## src/rtl/alu_mul_seq_if.sv

```systemverilog
// Bundle of the multiply sequencer's command/status signals and its shared-ALU port.
// The slave view belongs to the sequencer; the master view belongs to whatever drives
// it (execute stage plus the ALU and its arbiter).
`timescale 1ns/1ps
interface alu_mul_seq_if;
   logic        start;
   logic [15:0] op_a;
   logic [15:0] op_b;
   logic        busy;
   logic        done;
   logic [15:0] result;
   logic        alu_req;
   logic        alu_gnt;
   logic [15:0] alu_a;
   logic [15:0] alu_b;
   logic [5:0]  alu_sel;
   logic [15:0] alu_out;

   modport master (
      output start, op_a, op_b, alu_gnt, alu_out,
      input  busy, done, result, alu_req, alu_a, alu_b, alu_sel
   );

   modport slave (
      input  start, op_a, op_b, alu_gnt, alu_out,
      output busy, done, result, alu_req, alu_a, alu_b, alu_sel
   );
endinterface

```

## src/rtl/alu_mul_seq.sv

```systemverilog
// Shift-add 16x16 multiplier (low 16 bits) that borrows the shared ALU one
// operation per cycle: add into acc, shift multiplicand left, shift multiplier right.
`timescale 1ns/1ps
module alu_mul_seq #(
   parameter logic [5:0] SEL_ADD = 6'h20,
   parameter logic [5:0] SEL_SHL = 6'h16,
   parameter logic [5:0] SEL_SHR = 6'h14
) (
   input logic          clk,
   input logic          rst_n,
   alu_mul_seq_if.slave bus
);

   typedef enum logic [2:0] {
      StIdle,
      StCheck,
      StAdd,
      StShl,
      StShr,
      StDone
   } state_e;

   state_e      state_q, state_d;
   logic [15:0] acc_q, acc_d;
   logic [15:0] mc_q, mc_d;
   logic [15:0] mp_q, mp_d;
   logic [15:0] result_q, result_d;

   // Next-state, datapath updates and outputs; ALU operands come only from registers,
   // so alu_out never feeds back into alu_a/alu_b/alu_sel within a cycle.
   always_comb begin
      state_d     = state_q;
      acc_d       = acc_q;
      mc_d        = mc_q;
      mp_d        = mp_q;
      result_d    = result_q;
      bus.busy    = 1'b0;
      bus.done    = 1'b0;
      bus.alu_req = 1'b0;
      bus.alu_a   = '0;
      bus.alu_b   = '0;
      bus.alu_sel = '0;

      unique case (state_q)
         StIdle: begin
            if (bus.start) begin
               acc_d   = '0;
               mc_d    = bus.op_a;
               mp_d    = bus.op_b;
               state_d = StCheck;
            end
         end
         StCheck: begin
            bus.busy = 1'b1;
            if (mp_q == '0) begin
               // Capture the product on entry to DONE so it is valid with the pulse.
               result_d = acc_q;
               state_d  = StDone;
            end else if (mp_q[0]) begin
               state_d = StAdd;
            end else begin
               state_d = StShl;
            end
         end
         StAdd: begin
            bus.busy    = 1'b1;
            bus.alu_req = 1'b1;
            bus.alu_a   = acc_q;
            bus.alu_b   = mc_q;
            bus.alu_sel = SEL_ADD;
            if (bus.alu_gnt) begin
               acc_d   = bus.alu_out;
               state_d = StShl;
            end
         end
         StShl: begin
            bus.busy    = 1'b1;
            bus.alu_req = 1'b1;
            bus.alu_a   = mc_q;
            bus.alu_b   = 16'd1;
            bus.alu_sel = SEL_SHL;
            if (bus.alu_gnt) begin
               mc_d    = bus.alu_out;
               state_d = StShr;
            end
         end
         StShr: begin
            bus.busy    = 1'b1;
            bus.alu_req = 1'b1;
            bus.alu_a   = mp_q;
            bus.alu_b   = 16'd1;
            bus.alu_sel = SEL_SHR;
            if (bus.alu_gnt) begin
               mp_d    = bus.alu_out;
               state_d = StCheck;
            end
         end
         StDone: begin
            bus.done = 1'b1;
            // A start here is accepted directly, giving back-to-back operation.
            if (bus.start) begin
               acc_d   = '0;
               mc_d    = bus.op_a;
               mp_d    = bus.op_b;
               state_d = StCheck;
            end else begin
               state_d = StIdle;
            end
         end
         default: begin
            state_d = StIdle;
         end
      endcase
   end

   // State and datapath registers; reset abandons any operation in flight.
   always_ff @(posedge clk or negedge rst_n) begin
      if (!rst_n) begin
         state_q  <= StIdle;
         acc_q    <= '0;
         mc_q     <= '0;
         mp_q     <= '0;
         result_q <= '0;
      end else begin
         state_q  <= state_d;
         acc_q    <= acc_d;
         mc_q     <= mc_d;
         mp_q     <= mp_d;
         result_q <= result_d;
      end
   end

   assign bus.result = result_q;

endmodule

```

## src/flat_wrapper.sv

```systemverilog
// flat-port wrapper written by rule: the top's interface ports become plain ports
module alu_mul_seq_flat 
#(
   parameter logic [5:0] SEL_ADD = 6'h20,
   parameter logic [5:0] SEL_SHL = 6'h16,
   parameter logic [5:0] SEL_SHR = 6'h14
)
  (clk, rst_n, bus_start, bus_op_a, bus_op_b, bus_alu_gnt, bus_alu_out, bus_busy, bus_done, bus_result, bus_alu_req, bus_alu_a, bus_alu_b, bus_alu_sel);
  alu_mul_seq_if bus_i ();
  input logic clk;
  input logic rst_n;
  input wire logic [$bits(bus_i.start)-1:0] bus_start;
  input wire logic [$bits(bus_i.op_a)-1:0] bus_op_a;
  input wire logic [$bits(bus_i.op_b)-1:0] bus_op_b;
  input wire logic [$bits(bus_i.alu_gnt)-1:0] bus_alu_gnt;
  input wire logic [$bits(bus_i.alu_out)-1:0] bus_alu_out;
  output wire logic [$bits(bus_i.busy)-1:0] bus_busy;
  output wire logic [$bits(bus_i.done)-1:0] bus_done;
  output wire logic [$bits(bus_i.result)-1:0] bus_result;
  output wire logic [$bits(bus_i.alu_req)-1:0] bus_alu_req;
  output wire logic [$bits(bus_i.alu_a)-1:0] bus_alu_a;
  output wire logic [$bits(bus_i.alu_b)-1:0] bus_alu_b;
  output wire logic [$bits(bus_i.alu_sel)-1:0] bus_alu_sel;
  assign bus_i.start = bus_start;
  assign bus_i.op_a = bus_op_a;
  assign bus_i.op_b = bus_op_b;
  assign bus_i.alu_gnt = bus_alu_gnt;
  assign bus_i.alu_out = bus_alu_out;
  assign bus_busy = bus_i.busy;
  assign bus_done = bus_i.done;
  assign bus_result = bus_i.result;
  assign bus_alu_req = bus_i.alu_req;
  assign bus_alu_a = bus_i.alu_a;
  assign bus_alu_b = bus_i.alu_b;
  assign bus_alu_sel = bus_i.alu_sel;
  alu_mul_seq #(.SEL_ADD(SEL_ADD), .SEL_SHL(SEL_SHL), .SEL_SHR(SEL_SHR)) u_core (.clk(clk), .rst_n(rst_n), .bus(bus_i));
endmodule
```

## config.mk

```make
export PLATFORM = sky130hd
export DESIGN_NAME = alu_mul_seq_flat
export DESIGN_NICKNAME = d
export VERILOG_FILES = /design/src/rtl/alu_mul_seq_if.sv /design/src/rtl/alu_mul_seq.sv /design/src/flat_wrapper.sv
export SDC_FILE = /design/constraint.sdc
export NUM_CORES = 1
export LEC_CHECK = 0
export ABC_CLOCK_PERIOD_IN_PS = 5200
export CORE_MARGIN = 5
export CORE_UTILIZATION = 35
export DETAILED_ROUTE_END_ITERATION = 12
export GPL_ROUTABILITY_DRIVEN = 0
export GPL_TIMING_DRIVEN = 0
export PLACE_DENSITY = 0.72
export SYNTH_ARGS = -nofsm -noshare
export SYNTH_HDL_FRONTEND = slang
export SYNTH_SLANG_ARGS = --single-unit
export TNS_END_PERCENT = 50
```

## constraint.sdc

```tcl
create_clock -name clk -period 5.2 [get_ports clk]
set_input_delay 0.52 -clock clk [delete_from_list [all_inputs] [get_ports clk]]
set_output_delay 0.52 -clock clk [all_outputs]
set_load 0.01 [all_outputs]
```

## Word level (Yosys, flattened, before mapping)

Cells that the tools add are included.

| storage, ports and cells | value |
|---|---|
| logic and storage cells | 50 |
| memories | 0 |
| latch bits | 0 |
| memory bits (read-only) | 0 |
| bits in writable memories | 0 |
| bits of input ports | 52 |
| register bits after elaboration | 67 |

| cells by class | value |
|---|---|
| bitwise gates (word level) | 0 |
| shifts and indexed selects | 0 |
| $lt $le $gt $ge | 0 |
| equal/unequal tests | 10 |
| muxes and demuxes | 21 |
| $add $sub $neg | 0 |
| div/mod/pow operators | 0 |
| reduce and logical (&&, ||, !) cells | 14 |
| $mul | 0 |

Operators with widths:

| cell | count |
|---|---|
| 16-bit case mux with 2 select lines | 4 |
| 16-bit 2-to-1 mux | 4 |
| 16-bit case mux with 3 select lines | 1 |
| 3-bit case mux with 6 select lines | 1 |
| 6-bit case mux with 3 select lines | 1 |
| 16-bit logical NOT | 1 |
| 3-bit 2-to-1 mux | 5 |
| 3-bit AND reduction | 3 |
| 2-bit inequality test, second input constant | 4 |
| 3-bit by 2-bit equality test with 1-bit output, second input constant | 2 |
| 3-bit equality test, second input constant | 2 |
| 2-bit nonzero test | 3 |
| 1-bit 2-to-1 mux | 5 |
| 4-bit AND reduction | 1 |
| 2-bit OR reduction | 2 |
| 4-bit OR reduction | 1 |
| 3-bit by 1-bit equality test with 1-bit output, second input constant | 1 |
| 3-bit logical NOT | 1 |
| 3-bit OR reduction | 1 |
| 2-bit by 1-bit inequality test with 1-bit output, second input constant | 1 |
| 2-bit AND reduction | 1 |

## Depth between registers and ports, before layout

Gate-level depths: netlist (run 1).

| depth | value |
|---|---|
| word-level depth | 4 |
| mapped depth | 6 |
| mapped depth without buffers | 4 |

## Worst setup path before layout (run 1)

Ideal clock, no wire load.

| path | value |
|---|---|
| kind | reg2out |
| start | register u_core.state_q[2] |
| end | output bus_alu_b[0] |
| buffers on the path | 2 |
| cell stages (with the launch flop) | 6 |
| slack | 3.162 ns |
| arrival | 1.518 ns |
| cell sequence | dfrtp_1 -> nand2b_1 -> buf_2 -> nor2_2 -> clkbuf_1 -> a21o_1 |

| on the way | value |
|---|---|
| longest elaborated chain between the ends | 3 |
| elaborated cells on any way between the ends | 5 |

Ends and longest elaborated chain:

| item | RTL line | RTL |
|---|---|---|
| from (decl) | alu_mul_seq.sv:23 | `state_e state_q, state_d;` |
| from (signal assigned) | alu_mul_seq.sv:119 | `state_q <= StIdle;` |
| from (signal assigned) | alu_mul_seq.sv:125 | `state_q <= state_d;` |
| 3-bit by 2-bit equality test with 1-bit output or 3-bit equality test (tied branches) | alu_mul_seq.sv:44 | `unique case (state_q)` |
| 2-bit OR reduction (no line) | -- |  |
| 16-bit case mux with 2 select lines (*) | alu_mul_seq.sv:44 |  |
| to (decl) | flat_wrapper.sv:22 | `output wire logic [$bits(bus_i.alu_b)-1:0] bus_alu_b;` |

Every way passes the cells marked *; elsewhere a longest branch is shown, timed or not.

## Worst setup path in the final report (run 1)

| path | value |
|---|---|
| start | register u_core.state_q[2] |
| end | output bus_alu_a[5] |

| on the way | value |
|---|---|
| longest elaborated chain between the ends | 2 |
| elaborated cells on any way between the ends | 4 |

Ends and longest elaborated chain:

| item | RTL line | RTL |
|---|---|---|
| 3-bit equality test or 3-bit by 2-bit equality test with 1-bit output (tied branches) | alu_mul_seq.sv:44 |  |
| 16-bit case mux with 3 select lines (*) | alu_mul_seq.sv:44 |  |
| to (decl) | flat_wrapper.sv:21 | `output wire logic [$bits(bus_i.alu_a)-1:0] bus_alu_a;` |

Marked as above.

==> results of run 1 <==
cells by family (layout without fill, tap and decap cells):
kind of cell	Yosys count	count (layout)
flip-flops	67	67
XOR/XNOR	3	3
multiplexers	83	83
AND/OR/NAND/NOR	86	86
buffers and inverters	47	169
other	1	2
AO/OA/AOI/OAI	74	74
cell type report:
| class | count | share of cell area, % |
|---|---|---|
| plain buffers | 29 | 3.24 |
| clock buffers | 9 | 2.34 |
| clock inverters | 7 | 2.34 |
| inverters | 18 | 1.28 |
| multi-input cells | 248 | 35.8 |
| flip-flops and latches | 67 | 31.7 |
| well taps | 140 | 3.31 |
| repair buffers | 106 | 20.0 |
per-stage QoR:
step	hold WS, ns	worst slack [ns]	utilization [%]	instance area [sq um]
floorplan	0.224	3.16	-	3810
global placement	0.495	1.43	47.0	5050
detailed placement	0.496	2.20	47.0	5050
CTS	0.302	1.81	49.3	5300
global route	0.324	1.58	49.3	5300
finish	0.263	1.75	49.3	5300
synthesized netlist by cell type, types with 2 or more instances:
| master | count |
|---|---|
| dfrtp_1 | 67 |
| mux2_2 | 39 |
| mux2i_1 | 34 |
| nand2_1 | 33 |
| nor2_1 | 21 |
| o21ai_0 | 18 |
| a21oi_1 | 17 |
| inv_1 | 17 |
| a22o_1 | 16 |
| o22ai_1 | 16 |
| and3_1 | 15 |
| clkbuf_1 | 12 |
| mux2_4 | 10 |
| buf_2 | 7 |
| buf_4 | 6 |
| nor4_2 | 3 |
| buf_6 | 2 |
| nand2b_1 | 2 |
| nand3_1 | 2 |
| xnor2_1 | 2 |
power by group through the flow:
stage                     combinational (mW)  sequential [mW]  clock [mW]
after global placement                  1.69            0.874           0
after CTS                               1.73            0.874       0.544
after detailed placement                1.72            0.884           0
after floorplan                         1.02            0.831           0
final                                   1.73            0.880       0.542
after global routing                    1.86            0.900       0.567
routing by layer:
layer	vias to the layer above	GRT usage, %	wire length, um
li1	1521	-	-
met1	1627	23.1	4960
met3	29	4.12	829
met5	-	0	0
met2	150	31.5	6010
met4	0	8.00	342
state kept, by name, summed over array words and instances, names as in the netlist:
register and cells:
u_core.bus.result 16, u_core.acc_q 16, u_core.mp_q 16, u_core.state_q 3, u_core.mc_q 16
final timing paths:
path | endpoint | slack [ns] | cells after the start
worst max-delay path | bus_alu_a[5] | 1.75 | 7
worst min-delay path | u_core.bus.result[9] | 0.26 | 1
worst max register to register | u_core.bus.result[3] | 3.06 | 5
worst min register to register | u_core.bus.result[12] | 0.52 | 1
max in group asynchronous | u_core.state_q[1] | 4.35 | 1
min in group clk | u_core.bus.result[12] | 0.52 | 1
==> run summary, run 1 <==
count of pins over their slew limit = 0
max-cap viol count = 0
Tcrit/Tclk final = 66.4%
data required time of the worst path = 4.68 ns
Synth Area in Compound Gates = 12.5%
Synth Area in Simple Gates = 12.0%
Crit. End Element = primary output
DR vias/cell = 5.33
cell family with most CP delay = buffers and inverters
Worst Path Arrival = 2.93 ns
Switching Fraction = 40.8%
outcome = complete, no violations
cell count after synthesis = 361
hold buffers post-CTS = 0
DR iter-0 viols = 270
CTS tree = yes
DRC = 0
worst-path cell chain = buf_6 > nand2b_1 > nor2_1 > clkbuf_1 > nand2_1 > o21ai_1 > clkdlybuf4s50_1
area delta synth->final = 39.0%
clock network power share = 17.2%
layout cell share with drive strength beyond 1 = 19.4%
Synth Area in XOR/XNOR = 0.690%
path type of the worst min-delay path = in -> async
Int Power = 1.87 mW
commonest non-fill, non-tap cell in the layout = clkdlybuf4s50_1
CORE AREA = 0.0107 sq mm
total power = 3.15 mW
leading area contributor after synthesis = dfrtp_1
vias in the first global route = 3587
fin crit period = 3.45 ns
CTS root buf = clkbuf_8
number of enable flip-flop cells after synthesis = 0
main combinational cell family by area after synthesis = multiplexers
Starting Density = 35.5%
Max Freq = 0.290 GHz
total routed wirelength = 12.1 mm
Max-slew headroom = 42.8%
DIE HEIGHT = 114 um
initial antenna violation count = 0
Final HPWL DP = 8.95 mm
FF+latch area = 0.00168 sq mm
Setup crit start = u_core.state_q[2]
clk slew on worst S/H paths = 0.08 ns
Max FO, Critical Path = 10
Leak = 2.24 nW
maximum vdd ir drop = 0.274 mV
Reg power frac = 27.9%
Distinct cells, synth = 42
Worst path max stage delay = 0.59 ns
Die Width = 114 um
cts repair resizes = 0
Congestion Overflow GR = 0
Yosys top cell area share = 44.0%
Setup Skew = 0.00878 ns
Finished Layout Cells = 624
clock latency on the worst-skew pair = 0.35 ns
CP max stage cell = clkdlybuf4s50_1
# fillers = 1004
sequential area share after synthesis = 44.0%
Longest Clk Path Bufs = 2
Gate power share = 54.9%
crit path kind = reg -> out
DR WL/cell = 19.5 um
Post-synth top flop = dfrtp_1
H-tree depth = 3
mux cell area share after synthesis = 24.4%
setup_tns = 0 ns
drt first pass iters = 5
slew at the pin closest to its max-slew limit = 0.857 ns
final hold vios = 0
pin count of the biggest net entering global routing = 68
area of the multi-input gates = 0.00190 sq mm
I/O Pins = 109
total track usage = 18.7%
dpl cells = 608
Cell Pwr Density = 595 mW/mm^2
largest cells by area after synthesis = dfrtp_1 44%, mux2_2 12%, mux2i_1 8.9%
row cnt = 38
Setup Fix Bufs, Post-CTS = 0
Cell Area, Synth = 0.00381 sq mm
DRT antenna net count = 0
final net count = 531
yosys warns = 0
vias = 3327
first-pass GRT wire length = 18.9 mm
adder-cell area share of the yosys netlist = 0%
port bufs = 106
Buf+Inv Stages, Crit Path = 3
most frequent cells in the layout = 105 x clkdlybuf4s50_1, 67 x dfrtp_1, 39 x mux2_2
Diodes inserted = 0
worst r2r src = u_core.mp_q[2]
RSZ-0062 raised after global routing = no
final setup violation count = 0
post-synthesis register bit count = 67
CTS buffer count = 9
Die Footprint = 0.0131 sq mm
CTS Sinks = 67
Psw = 1.28 mW
Mean Syn Cell Area = 10.6 sq um
Worst Setup Start Kind = register
Async SR Flop Fraction = 100%
Note: power is estimated with default switching activity, not from simulation.
==> run 2, diff against run 1 <==
--- a/config.mk
+++ b/config.mk
@@ -5,7 +5,7 @@
 export SDC_FILE = /design/constraint.sdc
 export NUM_CORES = 1
 export LEC_CHECK = 0
-export ABC_CLOCK_PERIOD_IN_PS = 5200
+export ABC_CLOCK_PERIOD_IN_PS = 3350
 export CORE_MARGIN = 5
 export CORE_UTILIZATION = 35
 export DETAILED_ROUTE_END_ITERATION = 12
==> constraint.sdc (replaced) <==
create_clock -name clk -period 3.35 [get_ports clk]
set_input_delay 0.335 -clock clk [delete_from_list [all_inputs] [get_ports clk]]
set_output_delay 0.335 -clock clk [all_outputs]
set_load 0.01 [all_outputs]
==> run summary, run 2 (synthesized netlist as in run 1, its figures left out) <==
RSZ-0062 raised after global routing = no
path type of the worst min-delay path = in -> async
DR iter-0 viols = 271
hold buffers post-CTS = 0
initial antenna violation count = 0
most frequent cells in the layout = 105 x clkdlybuf4s50_1, 67 x dfrtp_1, 39 x mux2_2
Crit. End Element = primary output
total track usage = 18.7%
total routed wirelength = 12.1 mm
Diodes inserted = 0
DR vias/cell = 5.28
outcome = complete, no violations
Max-slew headroom = 43.9%
max-cap viol count = 0
CTS tree = yes
crit path kind = reg -> out
cts repair resizes = 0
Longest Clk Path Bufs = 2
row cnt = 38
H-tree depth = 3
final setup violation count = 0
pin count of the biggest net entering global routing = 68
Worst Path Arrival = 2.86 ns
vias = 3296
Worst path max stage delay = 0.55 ns
Setup Fix Bufs, Post-CTS = 0
Final HPWL DP = 8.95 mm
clk slew on worst S/H paths = 0.08 ns
final net count = 531
# fillers = 1004
Congestion Overflow GR = 0
port bufs = 106
Area after DPL = 0.00505 sq mm
Worst Setup Start Kind = register
area delta synth->final = 39.0%
Max FO, Critical Path = 10
DR WL/cell = 19.4 um
data required time of the worst path = 3.01 ns
worst-path cell chain = buf_2 > nor2b_1 > clkbuf_1 > and3_1 > clkdlybuf4s50_1
final hold vios = 0
Worst Slack Setup Final = 0.159 ns
Max Freq = 0.313 GHz
count of pins over their slew limit = 0
Final Cell Area = 0.00530 sq mm
drt first pass iters = 4
Starting Density = 35.5%
fin crit period = 3.19 ns
DRC = 0
CORE AREA = 0.0107 sq mm
Leak = 2.24 nW
clock latency on the worst-skew pair = 0.35 ns
Tcrit/Tclk final = 95.3%
CTS root buf = clkbuf_8
layout cell share with drive strength beyond 1 = 19.6%
CTS buffer count = 9
DRT antenna net count = 0
I/O Pins = 109
maximum vdd ir drop = 0.426 mV
slew at the pin closest to its max-slew limit = 0.842 ns
vias in the first global route = 3587
Die Footprint = 0.0131 sq mm
Die Width = 114 um
DIE HEIGHT = 114 um
Cell Pwr Density = 924 mW/mm^2
Setup WS pre-CTS = 0.537 ns
first-pass GRT wire length = 18.9 mm
CP max stage cell = clkdlybuf4s50_1
CTS Sinks = 67
Setup Skew = 0.00950 ns
commonest non-fill, non-tap cell in the layout = clkdlybuf4s50_1
==> run 2: final timing paths <==
check / to / cells past startpoint / start / slack (ns)
setup / recovery: bus_alu_b[8] / 5 / u_core.state_q[1] / 0.16
hold / removal: u_core.bus.result[9] / 1 / rst_n / 0.06
setup reg to reg: u_core.bus.result[3] / 5 / u_core.mp_q[2] / 1.20
hold reg to reg: u_core.bus.result[12] / 1 / u_core.bus.result[12] / 0.52
max in group asynchronous: u_core.state_q[1] / 1 / rst_n / 2.71
min in group clk: u_core.bus.result[12] / 1 / u_core.bus.result[12] / 0.52
==> run 2: power by group <==
group / leakage [nW] / switching (mW) / total (mW) / internal, mW
clock: 0.120 / 0.344 / 0.844 / 0.499
sequential: 0.836 / 0.276 / 1.37 / 1.09
combinational: 1.28 / 1.37 / 2.68 / 1.31
total: 2.24 / 1.99 / 4.89 / 2.90
==> run 2: area by class of cell <==
class,instances,area (sq um),area share [%]
Buffer,29,171,3.24
Multi-Input combinational cell,248,1900,35.9
Sequential cell,67,1680,31.6
Clock buffer,9,124,2.34
Tap cell,140,175,3.31
Clock inverter,7,124,2.34
Timing Repair Buffer,106,1060,20.0
Inverter,18,67.6,1.28
==> run 2: critical path: cells and delay by family (launching register included) <==
kind | cells | cell delay, ns
AND/OR/NAND/NOR | 2 | 0.79
flip-flops | 1 | 0.40
buffers and inverters | 3 | 1.31
==> run 2: metal layers <==
| layer | global-route usage [%] | up-vias | wire length [um] |
|---|---|---|---|
| met5 | 0 | - | 0 |
| met4 | 8.00 | 0 | 395 |
| met3 | 4.12 | 29 | 814 |
| met2 | 31.5 | 136 | 5920 |
| met1 | 23.1 | 1616 | 4980 |
| li1 | - | 1515 | - |
==> run 2: stage by stage <==
stage	total power [mW]	util [%]	std cells	hold WS, ns	setup TNS, ns
after floorplan	2.88	-	362	0.0394	0
after global placement	3.98	47.0	608	0.495	-15.67
after detailed placement	4.04	47.0	608	0.492	0
after CTS	4.89	49.3	624	0.117	0
after global routing	5.17	49.3	624	0.139	0
final	4.89	49.3	624	0.0630	0
